--- src/rtl/fifo_burst_reader.sv ---
// Read-side burst engine for a synchronous FIFO: pops exactly N words and streams
// them out through a 2-entry skid buffer that absorbs FIFO read latency and back-pressure.
//
// state | meaning
// IDLE  | waiting for a burst request; req_ready high
// READ  | issuing pops until pop_left reaches 0
// DRAIN | no pops; waiting for the buffered words to be accepted downstream
// DONE  | one-cycle completion pulse, then back to IDLE
module fifo_burst_reader #(
  parameter int DATA_WIDTH = 32,
  parameter int LEN_WIDTH  = 8
) (
  input  logic                  clk,
  input  logic                  reset,
  input  logic                  req_valid,
  output logic                  req_ready,
  input  logic [LEN_WIDTH-1:0]  req_len,
  output logic                  fifo_pop,
  input  logic [DATA_WIDTH-1:0] fifo_rd_data,
  input  logic                  fifo_empty,
  output logic                  out_valid,
  input  logic                  out_ready,
  output logic [DATA_WIDTH-1:0] out_data,
  output logic                  out_last,
  output logic                  busy,
  output logic                  done
);

  localparam logic [1:0] S_IDLE  = 2'd0;
  localparam logic [1:0] S_READ  = 2'd1;
  localparam logic [1:0] S_DRAIN = 2'd2;
  localparam logic [1:0] S_DONE  = 2'd3;

  logic [1:0]            state;
  logic [1:0]            state_nxt;
  logic [LEN_WIDTH-1:0]  pop_left;
  logic [LEN_WIDTH-1:0]  out_left;
  logic [1:0]            occ;
  logic                  inflight;
  logic [DATA_WIDTH-1:0] buf_mem [2];
  logic                  head;
  logic                  tail;
  logic                  busy_q;
  logic                  done_q;
  logic                  accept;
  logic                  out_hs;
  logic [2:0]            pending;

  assign req_ready = reset && (state == S_IDLE);
  assign accept    = req_valid && req_ready;

  assign out_valid = (occ != 2'd0);
  assign out_data  = buf_mem[head];
  assign out_last  = out_valid && (out_left == LEN_WIDTH'(1));
  assign out_hs    = out_valid && out_ready;
  assign busy      = busy_q;
  assign done      = done_q;

  // Words already owed to the buffer after this cycle's consume; keeps occ <= 2.
  assign pending  = {1'b0, occ} + {2'b00, inflight} - {2'b00, out_hs};
  assign fifo_pop = reset && (state == S_READ) && (pop_left != '0) &&
                    !fifo_empty && (pending < 3'd2);

  // Tail follows the head by the current occupancy; capture never happens at occ==2.
  assign tail = head ^ occ[0];

  always_comb begin
    state_nxt = state;
    case (state)
      S_IDLE: begin
        if (accept) state_nxt = (req_len == '0) ? S_DONE : S_READ;
      end
      S_READ: begin
        if (fifo_pop && (pop_left == LEN_WIDTH'(1))) state_nxt = S_DRAIN;
      end
      S_DRAIN: begin
        if (out_hs && (out_left == LEN_WIDTH'(1))) state_nxt = S_DONE;
      end
      default: state_nxt = S_IDLE;
    endcase
  end

  always_ff @(posedge clk) begin
    if (!reset) begin
      state      <= S_IDLE;
      busy_q     <= 1'b0;
      done_q     <= 1'b0;
      pop_left   <= '0;
      out_left   <= '0;
      inflight   <= 1'b0;
      occ        <= 2'd0;
      head       <= 1'b0;
      buf_mem[0] <= '0;
      buf_mem[1] <= '0;
    end else begin
      state    <= state_nxt;
      busy_q   <= (state_nxt != S_IDLE);
      done_q   <= (state_nxt == S_DONE);
      inflight <= fifo_pop;

      if (accept) begin
        pop_left <= req_len;
        out_left <= req_len;
      end else begin
        if (fifo_pop) pop_left <= pop_left - LEN_WIDTH'(1);
        if (out_hs)   out_left <= out_left - LEN_WIDTH'(1);
      end

      if (inflight) buf_mem[tail] <= fifo_rd_data;
      if (out_hs)   head <= ~head;
      occ <= occ + {1'b0, inflight} - {1'b0, out_hs};
    end
  end

endmodule

--- config.mk ---
export PLATFORM = sky130hd
export DESIGN_NAME = fifo_burst_reader
export DESIGN_NICKNAME = d
export VERILOG_FILES = /design/src/rtl/fifo_burst_reader.sv
export SDC_FILE = /design/constraint.sdc
export NUM_CORES = 1
export LEC_CHECK = 0
export BUFFER_PORTS_ARGS = -buffer_cell sky130_fd_sc_hd__buf_2
export CORE_ASPECT_RATIO = 0.5
export CORE_MARGIN = 2
export CORE_UTILIZATION = 30
export DETAILED_ROUTE_END_ITERATION = 8
export SLEW_MARGIN = 20
export SYNTH_ARGS = -nofsm -noshare
export SYNTH_HDL_FRONTEND = slang
export SYNTH_SLANG_ARGS = --single-unit
export TNS_END_PERCENT = 100
--- constraint.sdc ---
create_clock -name clk -period 3.1 [get_ports clk]
set_input_delay 0.465 -clock clk [delete_from_list [all_inputs] [get_ports clk]]
set_output_delay 0.465 -clock clk [all_outputs]
set_load 0.02 [all_outputs]
# Yosys cells after proc, flatten, opt, wreduce, memory -nomap -nowiden
# Memories as Yosys holds them, arrays and structs flattened. A register that Yosys moved wholly into a read port is not among the register bits.
# Cells that the tools add are included.
[totals] ff_bits=24 mem_bits_rw=64 memories=1 inputBits=45
[memory_table] memory="buf_mem" depth=2 word_bits=32 rd=1 rd_ports_with_merged_regs=1 write_ports=2 line_no="40" text="logic [DATA_WIDTH-1:0] buf_mem [2];"
[classes] n_reduce_logical=19 addsub=6 order_cmp=1 eq_ne=5 n_mux=18 bitwise_logic=2
[op_table] operator="$mux W32" n=1
[op_table] operator="$mux W8" n=4
[op_table] operator="$reduce_or A32 Y1" n=1
[op_table] operator="$eq A8 B1 Y1 const B" n=2
[op_table] operator="$sub A8 B1 Y8 const B" n=2
[op_table] operator="$logic_and A1 B1 Y1" n=10
[op_table] operator="$logic_not A8 Y1" n=1
[op_table] operator="$mux W1" n=8
[op_table] operator="$mux W2" n=4
[op_table] operator="$reduce_bool A2 Y1" n=4
[op_table] operator="$reduce_bool A8 Y1" n=1
[op_table] operator="$pmux W2 S3" n=1
[op_table] operator="$eq A2 B2 Y1 const B" n=2
[op_table] operator="$add A2 B1 Y3" n=1
[op_table] operator="$lt A3 B2 Y1 const B" n=1
[op_table] operator="$sub A3 B1 Y3" n=1
[op_table] operator="$add A2 B1 Y2" n=1
[op_table] operator="$eq A2 B1 Y1 const B" n=1
[op_table] operator="$logic_not A2 Y1" n=1
[op_table] operator="$sub A2 B1 Y2" n=1
[op_table] operator="$logic_not A1 Y1" n=1
[op_table] operator="$not A1 Y1" n=1
[op_table] operator="$xor A1 B1 Y1" n=1

# Logic depth before layout (Yosys ltp)
# Gate-level depths: netlist of run 1.
[depth] word_depth=9 mapped_depth=11 depth_no_buf=9

# Least setup slack after synthesis of run 1
# Ideal clock, no wire load.
[synth_timing] path_type="register to register" from="reg occ[0]" to="mem buf_mem[0][0], enable pin" required_time_ns=2.634 setup_ns=0.466 stages_incl_launch_ff=3 path_buffers=0 synth_period_minus_slack_ns=3.268 arrival_ns=2.803 path_slack_ns=-0.168 path_cell_list="dfxtp_1 > xor2_1 > o21ai_0"
[synth_lines] element="start, declared" line_no="38" text="logic [1:0] occ;"
[synth_lines] element="start signal, assigned" line_no="111" text="occ <= occ + {1'b0, inflight} - {1'b0, out_hs};"
[synth_lines] element="end, declared" line_no="40"

# Final worst setup path of run 1
[layout_timing] from="reg occ[1]" to="out fifo_pop"
[layout_between] elab_chain_cells=5 elab_cells_between_ends=6 classes_between="add/sub: 2; order compare: 1; reduce/logical: 3"
[layout_rtl] element="branches (longest 2 deep; another with $add A2 B1 Y3)"
[layout_rtl] element="$sub A3 B1 Y3 *" line_no="60" text="assign pending = {1'b0, occ} + {2'b00, inflight} - {2'b00, out_hs};"
[layout_rtl] element="named net pending[1]" line_no="47" text="logic [2:0] pending;"
[layout_rtl] element="$lt A3 B2 Y1 *" line_no="62" text="!fifo_empty && (pending < 3'd2);"
[layout_rtl] element="$logic_and A1 B1 Y1 *" line_no="62"
[layout_rtl] element="end, declared" line_no="18" text="output logic fifo_pop,"
# Mark *: on every way through the listed nets, which the timed path passes.

==> impl_metrics.env, run 1 <==
export IMPL_async_flop_share_pct=0
export IMPL_setup_violations=0
export IMPL_synth_top_cell_area_share_pct=46.1
export IMPL_p_sw_share_pct=30.6
export IMPL_postSynthCellCount=340
export IMPL_finalPower_mw=3.34
export IMPL_synth_main_ff_cell="edfxtp_1"
export IMPL_diodes=0
export IMPL_vdd_drop_max_v=0.000256
export IMPL_yosysWarnings=0
export IMPL_hpwl_um=6400
export IMPL_critPathRequiredTime_ps=2630
export IMPL_fp_dieH_um=87.3
export IMPL_max_freq_mhz=327
export IMPL_vias=2850
export IMPL_synth_seq_cells=89
export IMPL_postLayoutCellArea_um2=5200
export IMPL_critPathCaptureType="primary output"
export IMPL_grt_overflow_total=0
export IMPL_syn_avg_cell_area_um2=12.3
export IMPL_vias_per_cell=4.52
export IMPL_routed_wl_um=9350
export IMPL_crit_type="flop to primary output"
export IMPL_ios=83
export IMPL_clock_skew_ps=7.03
export IMPL_synth_cell_types=49
export IMPL_drtAntennaViolNets=0
export IMPL_drv_slew=0
export IMPL_synth_edf_count=64
export IMPL_hold_class="input port to flop"
export IMPL_wire_per_inst_um=14.8
export IMPL_clkLatencyLatePin_ps=330
export IMPL_finalNonFillerCells=631
export IMPL_cts_max_level=3
export IMPL_die_x_um=171
export IMPL_gp_congestion=0.825
export IMPL_rows=30
export IMPL_clockRootBuffer="clkbuf_16"
export IMPL_relSlewSlack_pct=53.8
export IMPL_finalCriticalPeriod_ps=3060
export IMPL_drive_above_1_share_pct=36.9
export IMPL_core_um2=13600
export IMPL_ctsHoldBuffers=0
export IMPL_power_density_nw_per_um2=642
export IMPL_rsz0062_at_grt="yes"
export IMPL_dp_cells=613
export IMPL_dr_pass1_iters=4
export IMPL_grtUsageTotal_pct=13.0
export IMPL_p_leak_nw=2.07
export IMPL_p_sw_mw=1.02
export IMPL_cts_clk_slew_worst_paths_ps=60
export IMPL_hold_viol=0
export IMPL_drtIter0Drc=148
export IMPL_clockBufferDepth=2
export IMPL_synthMostInstantiatedCell="and2_1"
export IMPL_ys_seq_area_share_pct=58.1
export IMPL_placed_area_um2=4890
export IMPL_syn2layout_area_growth_pct=24.8
export IMPL_nNetsFinal=486
export IMPL_grt_max_degree=33
export IMPL_synth_nets=392
export IMPL_synth_top_cells_by_area="edfxtp_1 46%, dfxtp_1 12%, and2_1 10%"
export IMPL_dieArea_um2=14900
export IMPL_drv_cap=0
export IMPL_cts_buffers=9
export IMPL_synth_top_area_cell="edfxtp_1"
export IMPL_io_buffers=82
export IMPL_p_int_mw=2.31
export IMPL_drt_drc_violations_left=0
export IMPL_cts_tree="done"
export IMPL_period_share_pct=98.6
export IMPL_start_util_pct=30.7
export IMPL_fillCellCount=1345
export IMPL_timing_hold_ws_ps=403
export IMPL_worstPathArrival_ps=2590
export IMPL_seqPwrFrac_pct=43.3
export IMPL_path_max_fanout=2
export IMPL_cp_start_kind="flop"
export IMPL_grt_pass1_wl_um=14600
export IMPL_status="finished clean"
export IMPL_antenna_found_initial=0
export IMPL_worst_pin_slew_ps=691
export IMPL_clockPowerShare_pct=28.7
export IMPL_pwr_share_comb_pct=28.0
export IMPL_syn_area_um2=4170
export IMPL_grt_pass1_vias=2824
export IMPL_clock_sinks=89
export IMPL_synthTopCellsByCount="68 x and2_1, 64 x edfxtp_1, 33 x mux2_2"
-- power groups by stage --
stage	Combinational [mW]	Sequential (mW)	Clock (mW)
final	0.934	1.44	0.959
after global routing	1.01	1.46	1.04
after CTS	0.950	1.44	0.986
after detailed placement	0.930	1.47	0
after global placement	0.923	1.47	0
after floorplan	0.639	1.46	0
-- kinds of logic after synthesis --
group / count (synthesis) / share of synthesized area (%)
buffers and inverters: 30 / 3.00
AND/OR/NAND/NOR: 127 / 18.3
flip-flops: 89 / 58.1
AO/OA/AOI/OAI: 43 / 7.09
XOR/XNOR: 11 / 2.31
adder cells (fa/ha/maj): 7 / 2.28
multiplexers: 33 / 8.92
-- layout make-up --
class	count	area (um2)	area share, %
Clock buffer	11	233	4.48
Tap cell	192	240	4.62
Inverter	12	45.0	0.866
Clock inverter	5	22.5	0.433
Multi-Input combinational cell	221	1670	32.2
Timing Repair Buffer	101	559	10.8
Sequential cell	89	2430	46.7
-- routing by layer --
layer / share of wire (%) / global-route usage, % / vias up
li1: - / - / 1408
met1: 45 / 15.7 / 1391
met2: 50 / 22.8 / 42
met3: 3.3 / 3.45 / 9
met4: 1.2 / 4.27 / 0
met5: 0 / 0 / -
-- what timing repair did --
item / CTS / global route
endpoints found under the hold margin: 0 / 0
pin swaps: 4 / 2
setup endpoints to repair: 1 / 1
gates resized for setup: 10 / 0
setup buffers: 1 / 1
-- critical path, stage by stage (launching register included) --
cell	delay (ps)
dfxtp_4	340
o21a_1	180
ha_1	270
inv_1	60
ha_2	160
fa_2	440
nand2b_4	160
or4_4	440
nor2_4	110
buf_6	120
-- state kept, by name, indices dropped and copies added (netlist names), named ones only --
| name | count |
|---|---|
| buf_mem | 64 |
| out_left | 8 |
| pop_left | 8 |
| occ | 2 |
| state | 2 |
| busy | 1 |
| done | 1 |
| head | 1 |
| inflight | 1 |
-- stage by stage --
stage               utilization, %  TNS, ps  setup WS [ps]
floorplan                        -        0           12.2
global placement              36.1        0           20.2
detailed placement            36.1        0           11.6
CTS                           38.3    -15.2          -15.2
global route                  38.4    -51.4          -51.4
finish                        38.4        0           42.8
-- cell usage in the layout (no fill, tap or decap), types with 2 or more instances in the layout --
cell and n:
a21oi_1 11, a31o_2 2, a31oi_1 5, a32oi_1 2, and2_1 68, buf_2 81
buf_4 19, clkbuf_1 2, clkbuf_16 9, clkinv_1 5, dfxtp_1 24, edfxtp_1 64
ha_1 5, inv_1 11, mux2_2 33, nand2_1 10, nand3_1 6, nand4_1 2
nor2_1 16, nor3_1 4, nor4_1 3, o211ai_1 5, o21a_1 2, o21ai_0 6
o21ai_4 2, or4_1 3, or4_4 2, xnor2_1 5, xor2_1 5
-- final timing paths --
check / from / end / slack [ps] / depth (start not counted)
worst max-delay path: occ[1]$_SDFF_PN0_ / fifo_pop / 40 / 9
worst min-delay path: req_len[3] / pop_left[3]$_SDFFE_PN0P_ / 400 / 3
worst max register to register: occ[1]$_SDFF_PN0_ / busy$_SDFF_PN0_ / 360 / 11
worst min register to register: pop_left[1]$_SDFFE_PN0P_ / pop_left[1]$_SDFFE_PN0P_ / 510 / 2
(Power assumes the default switching activity.)
==> inputs of run 2 (changes only) <==
--- a/config.mk
+++ b/config.mk
@@ -8,8 +8,9 @@
 export BUFFER_PORTS_ARGS = -buffer_cell sky130_fd_sc_hd__buf_2
 export CORE_ASPECT_RATIO = 0.5
 export CORE_MARGIN = 2
-export CORE_UTILIZATION = 30
+export CORE_UTILIZATION = 50
 export DETAILED_ROUTE_END_ITERATION = 8
+export PLACE_DENSITY = 0.76
 export SLEW_MARGIN = 20
 export SYNTH_ARGS = -nofsm -noshare
 export SYNTH_HDL_FRONTEND = slang
==> run 2 against run 1 <==
Net effect: the run now ends with negative setup slack left; total power is 2.8% higher; register-to-register slack got worse by 90 ps; utilization up 25 points; first-iteration DRC count grew 8.8%; final cell count is 13% lower; hold slack hardly changed; clock power up 13%; flip-flop and latch count did not move; combinational power shrank 3.0%; sequential share of layout area up 0.83 points; worst setup slack lost 180 ps; cell area down 1.9%; largest cell class unchanged; largest power group unchanged.
==> impl_metrics.env, run 2 (synthesized netlist as in run 1, its figures left out) <==
export IMPL_vias=2819
export IMPL_cp_start_kind="flop"
export IMPL_antenna_found_initial=0
export IMPL_timing_hold_ws_ps=403
export IMPL_crit_type="flop to primary output"
export IMPL_clkLatencyLatePin_ps=340
export IMPL_period_share_pct=105
export IMPL_worst_pin_slew_ps=601
export IMPL_core_um2=8030
export IMPL_r2r_cells=12
export IMPL_fp_dieH_um=68.6
export IMPL_ctsHoldBuffers=0
export IMPL_cp_top_family="adder cells"
export IMPL_rows=23
export IMPL_grt_overflow_total=0
export IMPL_power_density_nw_per_um2=672
export IMPL_path_max_fanout=2
export IMPL_ios=83
export IMPL_p_leak_nw=2.06
export IMPL_routed_wl_um=8180
export IMPL_dr_pass1_iters=4
export IMPL_final_common_cell="buf_2"
export IMPL_critPathCaptureType="primary output"
export IMPL_setup_slack_ps=-140
export IMPL_grt_max_degree=33
export IMPL_p_sw_mw=1.03
export IMPL_die_x_um=133
export IMPL_layout_common_cells="81 x buf_2, 68 x and2_1, 64 x edfxtp_1"
export IMPL_fillCellCount=652
export IMPL_max_freq_mhz=309
export IMPL_wire_per_inst_um=15.0
export IMPL_status="finished, violations left"
export IMPL_drtIter0Drc=161
export IMPL_seqPwrFrac_pct=42.1
export IMPL_p_sw_share_pct=30.0
export IMPL_violations="negative setup slack"
export IMPL_nNetsFinal=482
export IMPL_syn2layout_area_growth_pct=22.5
export IMPL_setup_violations=1
export IMPL_p_int_mw=2.40
export IMPL_cts_buffers=9
export IMPL_start_util_pct=51.9
export IMPL_drt_drc_violations_left=0
export IMPL_drive_above_1_share_pct=37.5
export IMPL_grtUsageTotal_pct=18.7
export IMPL_cts_tree="done"
export IMPL_grt_pass1_vias=2730
export IMPL_drv_cap=0
export IMPL_largest_reg_flops=64
export IMPL_largest_register="buf_mem"
export IMPL_reg_largest_list="buf_mem: 64 flops, out_left: 8 flops, pop_left: 8 flops"
export IMPL_pwr_share_comb_pct=26.4
export IMPL_pre_cts_ws_ps=-38.1
export IMPL_clockPowerShare_pct=31.5
export IMPL_clock_sinks=89
export IMPL_finalCriticalPeriod_ps=3240
export IMPL_gp_congestion=0.818
export IMPL_critPathRequiredTime_ps=2630
export IMPL_cp_depth=9
export IMPL_drtAntennaViolNets=0
export IMPL_vdd_drop_max_v=0.000373
export IMPL_io_buffers=82
export IMPL_clock_skew_ps=7.77
export IMPL_vias_per_cell=5.15
export IMPL_worstPathArrival_ps=2770
export IMPL_hold_depth=2
export IMPL_rsz0062_at_grt="yes"
export IMPL_dieArea_um2=9120
export IMPL_critPathBufInv=2
export IMPL_hold_class="input port to flop"
export IMPL_worstPathCellList="o21a_1 -> ha_1 -> inv_1 -> ha_2 -> fa_1 -> nand2b_4 -> or4_4 -> nor2_4 -> buf_6"
export IMPL_cts_clk_slew_worst_paths_ps=70
export IMPL_relSlewSlack_pct=59.6
export IMPL_critPathSlowestCell="or4_4"
export IMPL_cts_max_level=3
export IMPL_diodes=0
export IMPL_clockRootBuffer="clkbuf_16"
export IMPL_clockBufferDepth=2
export IMPL_grt_pass1_wl_um=12800
export IMPL_drv_slew=0
export IMPL_critical_path_max_stage_delay_ps=540
export IMPL_hpwl_um=5540
export IMPL_hold_viol=0
==> run 2: per-layer routing <==
metal,vias up,track usage (%),part of all wire (%)
met1,1350,21.9,44
met2,56,34.3,49
met4,0,7.18,1.8
li1,1397,-,-
met5,-,0,0
met3,16,5.19,4.6
==> run 2: power groups by stage <==
stage	Clock, mW	Combinational, mW	Sequential, mW
after CTS	1.09	0.915	1.44
after detailed placement	0	0.901	1.47
after floorplan	0	0.639	1.46
final	1.08	0.906	1.44
after global routing	1.13	0.990	1.46
after global placement	0	0.903	1.46
==> run 2: worst paths after layout <==
check	start	to	slack [ps]
min reg2reg	pop_left[1]$_SDFFE_PN0P_	pop_left[1]$_SDFFE_PN0P_	500
min	fifo_rd_data[23]	buf_mem[1][23]$_SDFFCE_PN0P_	400
max reg2reg	occ[0]$_SDFF_PN0_	busy$_SDFF_PN0_	270
max	occ[0]$_SDFF_PN0_	fifo_pop	-140
==> run 2: stage by stage <==
| stage | power [mW] | utilization [%] | cell area, um2 | setup TNS [ps] | instances |
|---|---|---|---|---|---|
| 5_1_grt | 3.58 | 63.5 | 5100 | -239 | 547 |
| 3_3_place_gp | 2.37 | 59.4 | 4770 | -11.4 | 530 |
| 6_report | 3.43 | 63.5 | 5100 | -140 | 547 |
| 4_1_cts | 3.45 | 63.4 | 5090 | -166 | 546 |
| 2_1_floorplan | 2.10 | - | 4170 | 0 | 340 |
| 3_5_place_dp | 2.37 | 59.4 | 4770 | -38.1 | 530 |
==> run 2: timing repair <==
action                                  in CTS  in global routing
endpoints found under the setup margin       1                  1
buffers inserted                             0                  1
pin swaps                                    3                  3
gates resized for setup                      5                  2
==> run 2: cell type report <==
cell class	instances	area, um2	share of cell area (%)
Timing Repair Buffer	97	529	10.4
Tap cell	112	140	2.75
Multi-Input combinational cell	221	1670	32.7
Clock inverter	6	67.6	1.32
Inverter	12	45.0	0.883
Clock buffer	10	229	4.49
Sequential cell	89	2420	47.5
